### config.mk
export PLATFORM = sky130hd
export DESIGN_NAME = serializador_mante_flat
export DESIGN_NICKNAME = d
export VERILOG_FILES = /design/src/rtl/serializador_mante_if.sv /design/src/rtl/serializador_mante.sv /design/src/flat_wrapper.sv
export SDC_FILE = /design/constraint.sdc
export NUM_CORES = 1
export LEC_CHECK = 0
export CAP_MARGIN = 20
export CORE_ASPECT_RATIO = 0.9
export CORE_MARGIN = 10
export CORE_UTILIZATION = 35
export DETAILED_ROUTE_END_ITERATION = 8
export PLACE_DENSITY = 0.67
export SLEW_MARGIN = 10
export SYNTH_ARGS = -nofsm -noshare
export SYNTH_HDL_FRONTEND = slang
export SYNTH_SLANG_ARGS = --single-unit
### constraint.sdc
create_clock -name clk -period 1.8 [get_ports clk]
set_clock_uncertainty 0.05 [all_clocks]
set_input_delay 0.45 -clock clk [delete_from_list [all_inputs] [get_ports clk]]
set_output_delay 0.45 -clock clk [all_outputs]
set_load 0.02 [all_outputs]
### src/rtl/serializador_mante_if.sv
// Load/serial handshake bundle for serializador_mante.
// The master side supplies the byte and load request; the slave side reports line and status.
interface serializador_mante_if;
  logic [7:0] data_input;
  logic       load;
  logic       ready;
  logic       tx_out;
  logic       busy;
  logic       done;

  modport master (
    output data_input, load,
    input  ready, tx_out, busy, done
  );

  modport slave (
    input  data_input, load,
    output ready, tx_out, busy, done
  );
endinterface

### src/rtl/serializador_mante.sv
// 8N1 serializer: start bit, eight data bits LSB first, stop bit, each CLKS_PER_BIT cycles.
// All outputs come straight from flops; ready returns with done, so frames can run back-to-back.
module serializador_mante #(
  parameter int unsigned CLKS_PER_BIT = 4
) (
  input  logic               clk,
  input  logic               reset,
  serializador_mante_if.slave bus
);

  typedef enum logic [1:0] {IDLE, START, DATA, STOP} state_e;

  localparam logic [7:0] LAST_CNT = 8'(CLKS_PER_BIT - 1);

  state_e     state_q, state_d;
  logic [7:0] cnt_q, cnt_d;
  logic [2:0] idx_q, idx_d;
  logic [7:0] shift_q, shift_d;
  logic       tx_q, tx_d;
  logic       ready_q, ready_d;
  logic       busy_q, busy_d;
  logic       done_q, done_d;
  logic       bit_end;

  assign bit_end = (cnt_q == LAST_CNT);

  always_comb begin
    state_d = state_q;
    cnt_d   = cnt_q;
    idx_d   = idx_q;
    shift_d = shift_q;
    tx_d    = tx_q;
    ready_d = ready_q;
    busy_d  = busy_q;
    done_d  = 1'b0;

    unique case (state_q)
      IDLE: begin
        cnt_d = '0;
        idx_d = '0;
        if (bus.load && ready_q) begin
          state_d = START;
          shift_d = bus.data_input;
          tx_d    = 1'b0;
          ready_d = 1'b0;
          busy_d  = 1'b1;
        end
      end
      START: begin
        if (bit_end) begin
          cnt_d   = '0;
          idx_d   = '0;
          state_d = DATA;
          tx_d    = shift_q[0];
        end else begin
          cnt_d = cnt_q + 8'd1;
        end
      end
      DATA: begin
        if (bit_end) begin
          cnt_d = '0;
          if (idx_q == 3'd7) begin
            state_d = STOP;
            tx_d    = 1'b1;
          end else begin
            // The next bit is loaded into tx one edge ahead so the line stays flop-driven.
            idx_d = idx_q + 3'd1;
            tx_d  = shift_q[idx_q + 3'd1];
          end
        end else begin
          cnt_d = cnt_q + 8'd1;
        end
      end
      STOP: begin
        if (bit_end) begin
          cnt_d   = '0;
          state_d = IDLE;
          ready_d = 1'b1;
          busy_d  = 1'b0;
          done_d  = 1'b1;
        end else begin
          cnt_d = cnt_q + 8'd1;
        end
      end
      default: state_d = IDLE;
    endcase
  end

  always_ff @(posedge clk) begin
    if (reset) begin
      state_q <= IDLE;
      cnt_q   <= '0;
      idx_q   <= '0;
      shift_q <= '0;
      tx_q    <= 1'b1;
      ready_q <= 1'b1;
      busy_q  <= 1'b0;
      done_q  <= 1'b0;
    end else begin
      state_q <= state_d;
      cnt_q   <= cnt_d;
      idx_q   <= idx_d;
      shift_q <= shift_d;
      tx_q    <= tx_d;
      ready_q <= ready_d;
      busy_q  <= busy_d;
      done_q  <= done_d;
    end
  end

  assign bus.tx_out = tx_q;
  assign bus.ready  = ready_q;
  assign bus.busy   = busy_q;
  assign bus.done   = done_q;

endmodule

### src/flat_wrapper.sv
// flat-port wrapper written by rule: the top's interface ports become plain ports
module serializador_mante_flat 
#(
  parameter int unsigned CLKS_PER_BIT = 4
)
  (clk, reset, bus_data_input, bus_load, bus_ready, bus_tx_out, bus_busy, bus_done);
  serializador_mante_if bus_i ();
  input  logic clk;
  input  logic reset;
  input wire logic [$bits(bus_i.data_input)-1:0] bus_data_input;
  input wire logic [$bits(bus_i.load)-1:0] bus_load;
  output wire logic [$bits(bus_i.ready)-1:0] bus_ready;
  output wire logic [$bits(bus_i.tx_out)-1:0] bus_tx_out;
  output wire logic [$bits(bus_i.busy)-1:0] bus_busy;
  output wire logic [$bits(bus_i.done)-1:0] bus_done;
  assign bus_i.data_input = bus_data_input;
  assign bus_i.load = bus_load;
  assign bus_ready = bus_i.ready;
  assign bus_tx_out = bus_i.tx_out;
  assign bus_busy = bus_i.busy;
  assign bus_done = bus_i.done;
  serializador_mante #(.CLKS_PER_BIT(CLKS_PER_BIT)) u_core (.clk(clk), .reset(reset), .bus(bus_i));
endmodule
# Word level (Yosys, flattened, before mapping)
# Cells that the tools add are included.
[word_totals]
reg_bits = 25
out_inout_bits = 4
word_cells = 59
[classes]
add_sub_neg = 2
magnitude_cmp = 1
eq_ne = 11
mux = 25
n_bitwise = 1
n_reduce_logical = 11
[ops]
columns = ["operator", "count"]
rows = [
  ["one-hot mux 8 bit (2 select lines)", 1],
  ["2-to-1 mux 2 bit", 5],
  ["inequality test 2 x 1 -> 1 bit, second input constant", 5],
  ["2-to-1 mux 1 bit", 9],
  ["2-to-1 mux 3 bit", 3],
  ["one-hot mux 3 bit (3 select lines)", 1],
  ["adder 8 x 1 -> 8 bit, second input constant", 1],
  ["equality test 8 x 2 -> 1 bit, second input constant", 1],
  ["2-to-1 mux 8 bit", 1],
  ["one-hot mux 2 bit (4 select lines)", 1],
  ["AND reduction 4 bit", 2],
  ["AND reduction 5 bit", 1],
  ["equality test 2 bit, second input constant", 2],
  ["less-than comparator 3 x 4 -> 1 bit, second input constant", 1],
  ["one-hot mux 1 bit (2 select lines)", 2],
  ["adder 3 x 1 -> 3 bit, second input constant", 1],
  ["binary-select mux 1 bit (select 3 bit)", 1],
  ["equality test 3 bit, second input constant", 1],
  ["one-hot mux 1 bit (3 select lines)", 1],
  ["AND reduction 3 bit", 1],
  ["nonzero test 3 bit", 1],
  ["OR reduction 3 bit", 1],
  ["equality test 2 x 1 -> 1 bit, second input constant", 1],
  ["zero test 2 bit", 1],
  ["6 further kinds", 6],
]

# Logic depth before layout (Yosys ltp)
[logic_depth]
word_depth = 6
mapped_depth = 7

# Worst setup path before layout
# Ideal clock, no wire load.
[synth_path]
kind = "register to register"
startpoint = "reg u_core.idx_q[0]"
endpoint = "reg u_core.tx_q (netlist: u_core.bus.tx_out)"
arrival_ns = 1.577
path_slack_ns = 0.045
path_stages_with_launch = 7
n_path_buf = 0
cell_sequence = "dfxtp_1 ha_1 ha_1 mux4_2 and3_1 nor4_2 a31oi_1"
[synth_between]
elab_chain_len = 6
[synth_rtl]
columns = ["element", "line", "text"]
rows = [
  ["start, declared", "serializador_mante.sv:17", "logic [2:0] idx_q, idx_d;"],
  ["start signal, assigned", "serializador_mante.sv:102", "idx_q <= idx_d;"],
  ["adder 3 x 1 -> 3 bit", "serializador_mante.sv:68", "tx_d = shift_q[idx_q + 3'd1];"],
  ["binary-select mux 1 bit (select 3 bit)", "serializador_mante.sv:68", ""],
  ["2-to-1 mux 1 bit (not written as such)", "serializador_mante.sv:68", ""],
  ["2-to-1 mux 1 bit *", "serializador_mante.sv:62", "if (idx_q == 3'd7) begin"],
  ["2-to-1 mux 1 bit *", "serializador_mante.sv:60", "if (bit_end) begin"],
  ["one-hot mux 1 bit (3 select lines) *", "serializador_mante.sv:37", "unique case (state_q)"],
  ["end signal, assigned", "serializador_mante.sv:104", "tx_q <= tx_d;"],
  ["end, declared", "serializador_mante.sv:19", "logic tx_q, tx_d;"],
]
# Every way passes the cells marked *; elsewhere a longest branch is shown, timed or not. The select of a mux whose other input is x is not followed.
# A chain may end at the register's enable or synchronous reset.

# Worst setup path after layout
[layout_path]
startpoint = "reg u_core.idx_q[1]"
endpoint = "reg u_core.tx_q (netlist: u_core.bus.tx_out)"
# The elaborated chain is that of the path after synthesis.

==> results.cfg <==
[logic_synthesis]
synth_top_family_by_area = simple AND/OR/NAND/NOR gates
yosys_register_bits = 25
ys_seq_area_share_pct = 38.99
synth_cells = 147
syn_nets = 166
synth_common_cells = dfxtp_1 (25), nand2_1 (22), a21oi_1 (15), nor2_1 (12), ha_1 (8)
synthXorXnorAreaFrac_pct = 4.094
synth_top_flop_cell = dfxtp_1
synthSimpleGateAreaFrac_pct = 25.73
ys_types = 40
yosys.cell_count.top_type = dfxtp_1
yosys_warnings = 0
ys_top_cells_by_area = dfxtp_1 (39%), ha_1 (7.8%), nand2_1 (6.4%)
avgSynthCellArea_sq_um = 8.733
synth-compound-area-share_pct = 16.67
async_reset_ff_share_pct = 0
yosys.area.top_type = dfxtp_1
synthAdderAreaFrac_pct = 7.797
synthMuxAreaShare_pct = 3.314
synth_area_sq_um = 1284
synth_edf_count = 0
post-synth-top-area-fraction_pct = 38.99

[sta]
finalHoldViolations = 0
finalSetupViolCount = 0
period_share_pct = 97.39
timing.fmax_mhz = 570.5
finalMaxSlewViolations = 0
fin_crit_ns = 1.753
rsz0062_at_grt = yes
holdWs_ns = 0.4006
slew_headroom_pct = 73.66
worst_pin_slew_ns = 0.3922

[power]
power_switching_w = 0.0006035
power_frac_clock_pct = 19.2
peakVddDrop_v = 0.0006438
p_sw_share_pct = 35.42
powerDensity_nw_per_um2 = 1050
p_int_w = 0.001101
seq_power_share_pct = 40.2
leakage_nw = 0.6208
p_comb_share_pct = 40.6

[floorplanning]
core.rowCount = 20
dieArea_sq_um = 6494
fp.dieH_um = 77.46
core_area_sq_um = 3453
ios = 15
start_util_pct = 37.17
fp.dieW_um = 83.84

[detailed_routing]
ant_nets = 0
wl_um = 2740
vias = 1094
post-route-drc-count = 0
first_pass_iters = 4
drt_iter0_drc = 70
detail_route.wl_per_cell_um = 12.92
via_per_inst = 5.160

[clock_tree]
cts_buffers = 3
postCtsSetupBuffers = 0
cts-root-buf = clkbuf_8
cts.hold.buffers_added = 0
clock-sinks = 25
clk-insertion-delay-late_ns = 0.27
cts_tree = yes
clockBufferDepth = 2
clkTransAtPathRegs_ns = 0.08
htreeDepth = 1

[placed_design]
gp_congestion = 0.8304
hpwl_um = 2035
post_dp_cell_area_sq_um = 1530
io_buffers = 14

[setup_path]
cpMostUsedCell = ha_4
crit_path_end_kind = flip-flop
start_kind = flip-flop
critPathSlowestCell = dfxtp_2
crit_type = flip-flop to flip-flop
crit_path_max_incr_delay_ns = 0.34
cp_max_fo = 3
crit_chain = ha_4 > ha_4 > mux4_2 > and3_4 > nor4_4 > a31oi_1
arrival_ns = 1.86
worstPathRequired_ns = 1.91

[run]
cap_violations = 0

[grt]
grt_pass1_vias = 1057
antenna_found_initial = 0
grt_max_degree = 23
track_usage_pct = 8.132
grt_pass1_wl_um = 4574
overflow = 0

[cells_and_area]
num_antenna_cells = 0
final_area_sq_um = 1623
fin_nets = 188
utilization_pct = 46.99
area_growth_pct = 26.41
final_layout_size_suffix_gt1_share_pct = 16.07

[run_status]
outcome = finished, final reports clean

[hold_path]
min-delay-path-class = flip-flop to flip-flop
-- logic make-up (layout without fill, tap and decap cells) --
| group | Yosys count | in the layout |
|---|---|---|
| DFF | 25 | 25 |
| buffers and inverters | 11 | 32 |
| muxes | 3 | 3 |
| adders and majority gates | 8 | 8 |
| AOI/OAI and AO/OA | 33 | 33 |
| xor gates and xnor gates | 6 | 6 |
| and+or+nand+nor | 61 | 61 |
-- stage by stage --
step / total power (W) / setup slack (ns) / setup TNS [ns] / instances
4_1_cts: 0.001699 / 0.02026 / 0 / 212
6_report: 0.001704 / 0.04705 / 0 / 212
3_3_place_gp: 0.001345 / 0.02833 / 0 / 208
2_1_floorplan: 0.001170 / 0.04543 / 0 / 147
5_1_grt: 0.001835 / -0.04371 / -0.04371 / 212
3_5_place_dp: 0.001366 / -0.01187 / -0.01187 / 208
-- routing by layer --
metal | global-route usage (%) | up-vias | share of wire [%]
met4 | 5.017 | 0 | 2.0
met3 | 0.9395 | 4 | 2.8
li1 | - | 560 | -
met5 | 0 | - | 0
met1 | 9.817 | 511 | 47
met2 | 13.48 | 19 | 48
-- layout by cell type, fill, tap and decap left out, types with 4 or more instances in the layout --
| cell | n |
|---|---|
| nand2_1 | 22 |
| dfxtp_1 | 22 |
| a21oi_1 | 15 |
| nor2_1 | 12 |
| clkdlybuf4s50_1 | 12 |
| buf_4 | 7 |
| inv_1 | 6 |
| nand3_1 | 6 |
| ha_1 | 6 |
| nand2b_1 | 4 |
| xor2_1 | 4 |
-- state kept, by name, summed over array words and instances (netlist names) --
signal / count
u_core.cnt_q: 8
u_core.shift_q: 8
u_core.idx_q: 3
u_core.state_q: 2
u_core.bus.busy: 1
u_core.bus.done: 1
u_core.bus.ready: 1
u_core.bus.tx_out: 1
-- power by group through the flow --
stage	combinational, W	clock [W]	sequential, W
final	0.000692	0.000327	0.000685
after global routing	0.000778	0.000360	0.000697
after CTS	0.000673	0.000343	0.000683
after detailed placement	0.000669	0	0.000696
after global placement	0.000650	0	0.000694
after floorplan	0.000461	0	0.000709
-- path summary, 6_finish.rpt --
path,end,from,cells after the start,slack [ns]
max,u_core.bus.tx_out,u_core.idx_q[1],6,0.05
min,u_core.cnt_q[0],u_core.cnt_q[0],1,0.40
max reg2reg,u_core.bus.tx_out,u_core.idx_q[1],6,0.05
min reg2reg,u_core.cnt_q[0],u_core.cnt_q[0],1,0.40
-- worst max-delay path, delay by kind of cell, from the launching register on --
kind,cells,cell delay [ns]
fa+ha+maj,2,0.43
simple gates,2,0.43
flops,1,0.34
mux,1,0.30
compound gates,1,0.10
-- cell type report --
type	instances	area, sq um
Inverter	6	22.52
Tap cell	44	55.05
Clock buffer	4	45.04
Timing Repair Buffer	22	214.0
Sequential cell	25	504.2
Multi-Input combinational cell	111	782.0
Fill cell	337	1831
-- timing repair --
item	CTS	global route
endpoints found under the setup margin	1	3
gates cloned	0	0
pin swaps	0	4
gates resized for setup	1	11
Power figures use the tool's default switching activity.
